`src/rtl/ps2_keycode_rx.sv`:
```
// ps2_keycode_rx: PS/2 keyboard frame receiver assembling prefixed scancodes into a 32-bit key word
module ps2_keycode_rx #(
  parameter int FILTER_LEN     = 8,
  parameter int TIMEOUT_CYCLES = 100000
) (
  input  logic        clk,
  input  logic        reset,
  input  logic        kbd_clk,
  input  logic        kbd_data,
  output logic [31:0] kbd_key,
  output logic        kbd_key_valid,
  output logic        kbd_err
);
  localparam int FW = $clog2(FILTER_LEN + 1);
  localparam int TW = $clog2(TIMEOUT_CYCLES + 1);
  typedef enum logic [1:0] {IDLE, DATA, PARITY, STOP} state_t;
  state_t        r_state;
  logic [1:0]    r_clk_s, r_dat_s;
  logic          r_fclk;
  logic [FW-1:0] r_fcnt;
  logic [2:0]    r_cnt;
  logic [7:0]    r_sr;
  logic          r_par;
  logic [23:0]   r_acc;
  logic [TW-1:0] r_tmo;
  logic          w_diff, w_flip, w_fall, w_dat, w_pfx, w_ok;
  assign w_diff = r_clk_s[1] != r_fclk;
  assign w_flip = w_diff && (r_fcnt == FW'(FILTER_LEN - 1));
  assign w_fall = w_flip && r_fclk;
  assign w_dat  = r_dat_s[1];
  assign w_pfx  = (r_sr == 8'hE0) || (r_sr == 8'hF0) || (r_sr == 8'hE1);
  assign w_ok   = w_dat && (^{r_sr, r_par});
  always_ff @(posedge clk) begin
    if (reset) begin
      r_clk_s <= 2'b11;
      r_dat_s <= 2'b11;
      r_fclk  <= 1'b1;
      r_fcnt  <= '0;
    end else begin
      r_clk_s <= {r_clk_s[0], kbd_clk};
      r_dat_s <= {r_dat_s[0], kbd_data};
      r_fclk  <= w_flip ? ~r_fclk : r_fclk;
      r_fcnt  <= (!w_diff || w_flip) ? '0 : r_fcnt + 1'b1;
    end
  end
  always_ff @(posedge clk) begin
    if (reset) begin
      r_state       <= IDLE;
      r_cnt         <= '0;
      r_sr          <= '0;
      r_par         <= 1'b0;
      r_acc         <= '0;
      r_tmo         <= '0;
      kbd_key       <= '0;
      kbd_key_valid <= 1'b0;
      kbd_err       <= 1'b0;
    end else begin
      kbd_key_valid <= 1'b0;
      kbd_err       <= 1'b0;
      if (r_state == IDLE) begin
        r_tmo <= '0;
        if (w_fall && !w_dat) begin
          r_state <= DATA;
          r_cnt   <= '0;
          r_sr    <= '0;
        end
      end else if (!w_fall) begin
        // a stalled frame drops everything, including pending prefixes
        if (r_tmo == TW'(TIMEOUT_CYCLES - 1)) begin
          kbd_err <= 1'b1;
          r_state <= IDLE;
          r_acc   <= '0;
          r_sr    <= '0;
          r_cnt   <= '0;
          r_tmo   <= '0;
        end else begin
          r_tmo <= r_tmo + 1'b1;
        end
      end else begin
        r_tmo <= '0;
        case (r_state)
          DATA: begin
            r_sr    <= {w_dat, r_sr[7:1]};
            r_cnt   <= r_cnt + 1'b1;
            r_state <= (r_cnt == 3'd7) ? PARITY : DATA;
          end
          PARITY: begin
            r_par   <= w_dat;
            r_state <= STOP;
          end
          default: begin
            r_state <= IDLE;
            if (!w_ok) begin
              kbd_err <= 1'b1;
              r_acc   <= '0;
            end else if (w_pfx) begin
              r_acc <= {r_acc[15:0], r_sr};
            end else begin
              kbd_key       <= {r_acc, r_sr};
              kbd_key_valid <= 1'b1;
              r_acc         <= '0;
            end
          end
        endcase
      end
    end
  end
endmodule

```
`config.mk`:
```
export PLATFORM = sky130hd
export DESIGN_NAME = ps2_keycode_rx
export DESIGN_NICKNAME = d
export VERILOG_FILES = /design/src/rtl/ps2_keycode_rx.sv
export SDC_FILE = /design/constraint.sdc
export NUM_CORES = 1
export LEC_CHECK = 0
export CORE_ASPECT_RATIO = 0.9
export CORE_UTILIZATION = 35
export DETAILED_ROUTE_END_ITERATION = 16
export GPL_ROUTABILITY_DRIVEN = 0
export GPL_TIMING_DRIVEN = 0
export PLACE_DENSITY = 0.5
export REMOVE_ABC_BUFFERS = 1
export SKIP_LAST_GASP = 1
export SLEW_MARGIN = 10
export SYNTH_ARGS = -nofsm -noshare
export SYNTH_HDL_FRONTEND = slang
export SYNTH_SLANG_ARGS = --single-unit
```
`constraint.sdc`:
```
create_clock -name clk -period 7.1 [get_ports clk]
set_clock_uncertainty 0.1 [all_clocks]
set_input_delay 1.42 -clock clk [delete_from_list [all_inputs] [get_ports clk]]
set_output_delay 1.42 -clock clk [all_outputs]
set_load 0.02 [all_outputs]
```
==> results.md <==
* Status: finished, final reports clean
* Core box area at about 0.011 mm2
* Worst-path clk slew at 0.07 ns
* Initial Utilization at 0.3597
* Power consumption at 1.069 mW
* R2R Setup Slk at 4.27 ns
* Max Root-Sink Buffers at 2
* Worst slew margin at 0.4497
* 1st-pass router iterations at 4
* Layout cells sized above 1 at 0.06798
* H-tree depth at 3
* FF-to-FF Start: r_fcnt[0]
* Vias at 2,838
* Crit path launch: kbd_key[15]
* Post-synthesis cell type count at between 40 and 50
* Post-DP HPWL at 4957 um
* Die width at around 120 um
* Placed cell count at a little under 600
* Total gr overflow at 0
* Max-slew violation count at 0
* FF-to-FF End: kbd_key[8]
* Post-Syn Area per Cell at between 9 and 10 um2
* Worst-path cell chain: clkdlybuf4s50_1
* Non-filler cells, final at 612
* Worst slew pin tran at 0.8254 ns
* Crit-path max FO at 2
* Skew-Pair Late Insertion Delay at 0.34 ns
* CP peak stage delay at approximately 0.62 ns
* Wire per inst at 12.51 um
* Tmin final at 2.863 ns
* Post-route ant nets at 0
* Seq/Total Area, Yosys at 0.4750
* Setup bufs post-CTS at 0
* Global-route wire length before repair at 12,590 um
* Hold Path Depth at 1
* WP buf/inv at 1
* HP Class: register to register
* VDD IR max at 0.1496 mV
* Total GRT Usage at 0.1338
* FF+latch count, synth at 98
* Area growth, synth to finish at 19.48%
* # IOs at 38
* Yosys warns at 0
* Power Density at approximately 220 mW/mm2
* Leading cell type in the layout, fill and taps excluded: dfxtp_1
* Final hold violation count at 0
* Crit start category: register
* CTS tree: done
* Number of inserted diodes at 0
* Synth Flop Type: dfxtp_1
* Commonest cells after routing, fill and taps aside: 98 x dfxtp_1, 79 x nand2b_1, 40 x mux2i_1
* Max-cap violations at 0
* CP Capture Type: primary output
* # fillers at 1,149
* CTS resizes at 0
* Required time worst endpoint at 5.58 ns
* Clk root buf: clkbuf_16
* Nets at 462
* Number of port buffers at 37
* Die ar. at around 0.012 mm2
* Lkg Pwr at 1.655 nW
* Die H at around 110 um
* Ys async rst share at 0
* Max Fclk at 0.3493 GHz
* Fin crit share at 0.4032
* RSZ-0062 raised after global routing: false
* Site row count at 37
* HP Start: r_dat_s[0]
* Count of final setup violators at 0
* DRT iter0 DRCs at 141
* Hold buffer count at cts at 0
* Initial antenna violation count at 0
* Hold endpoint: r_dat_s[1]
* Synthesized area at 0.004130 mm2
* Number of flops mapped to enable cells by yosys at 0
* Arrival time worst endpoint at between 1 and 1.5 ns
* Clock Sinks at 98
* Routed vias/inst at between 4 and 5
* Drc violations at 0
* Setup_tns at 0 ns
* WL final at 7654 um
* Crit-path slowest cell: clkdlybuf4s50_1
* Critical path class: register to primary output
* Vias in the first global route at 2,597
* Total CTS buffers at 9
* CP top delay family: buffers and inverters
* Syn Inst Count at 424
* Largest net degree at the start of global routing at 47
* R2r worst-path depth at 6
## cell usage after synthesis (all sizes together) (8+ instances only)
master / n / area (um2)
clkbuf: 17 / 65.06
dfxtp: 98 / 1962
inv: 8 / 30.03
mux2i: 40 / 400.4
nand2: 26 / 97.59
nand2b: 79 / 494.2
nand3: 9 / 45.04
nor2: 30 / 112.6
o22ai: 8 / 50.05
o31ai: 10 / 75.07
xnor2: 9 / 78.83
xor2: 12 / 105.1
## layout make-up
class	count	area (um2)	share of cell area
Inverter	8	30.03	0.006085
Tap cell	156	195.2	0.03955
Multi-Input combinational cell	296	2052	0.4158
Clock inverter	6	71.32	0.01445
Timing Repair Buffer	38	385.4	0.07809
Sequential cell	98	1962	0.3976
Clock buffer	10	239.0	0.04843
## where the power goes
part	switching [mW]	internal, mW	leakage, nW
Clock	0.216	0.286	0.146
Combinational	0.00738	0.00840	0.719
Sequential	0.000906	0.550	0.790
## layer usage
metal	share of wire	vias up	GRT usage
met5	0	-	0
met3	0.040	10	0.04292
met1	0.53	1313	0.1803
met2	0.42	36	0.1957
li1	-	1479	-
met4	0.016	0	0.05220
## registers in the layout (all words and copies together), names as in the netlist
| signal | flops |
|---|---|
| r_sr | 8 |
| r_dat_s | 2 |
| r_clk_s | 2 |
| r_acc | 24 |
| r_par | 1 |
| kbd_key | 32 |
| r_tmo | 17 |
| r_fclk | 1 |
| r_state | 2 |
| kbd_key_valid | 1 |
| r_fcnt | 4 |
| kbd_err | 1 |
| r_cnt | 3 |
## kinds of logic after synthesis
logic type | synth area share
xor gates and xnor gates | 0.04999
DFF | 0.4750
and+or+nand+nor | 0.2490
buffers and inverters | 0.03120
muxes | 0.1088
AOI/OAI and AO/OA | 0.06483
adders and majority gates | 0.02120
## worst max path at each step
stage	to	slack (ns)	cells past startpoint
after global placement	r_sr[4]	2.22	4
after CTS	r_acc[7]	4.13	6
after detailed placement	r_tmo[12]	3.88	5
final	kbd_key[15]	4.24	1
after floorplan	kbd_key[8]	4.36	6
after global routing	r_tmo[13]	4.09	5
## through the flow
stage | util | instance area, um2 | setup WS, ns | hold WS [ns]
after global placement | 0.4004 | 4597 | 2.216 | 0.2935
after detailed placement | 0.4018 | 4613 | 3.878 | 0.2933
after floorplan | - | 4031 | 4.357 | 0.2895
after global routing | 0.4298 | 4935 | 4.087 | 0.3195
final | 0.4298 | 4935 | 4.237 | 0.3072
after CTS | 0.4288 | 4923 | 4.131 | 0.3081
No activity file was read; power rests on OpenSTA's default activity.
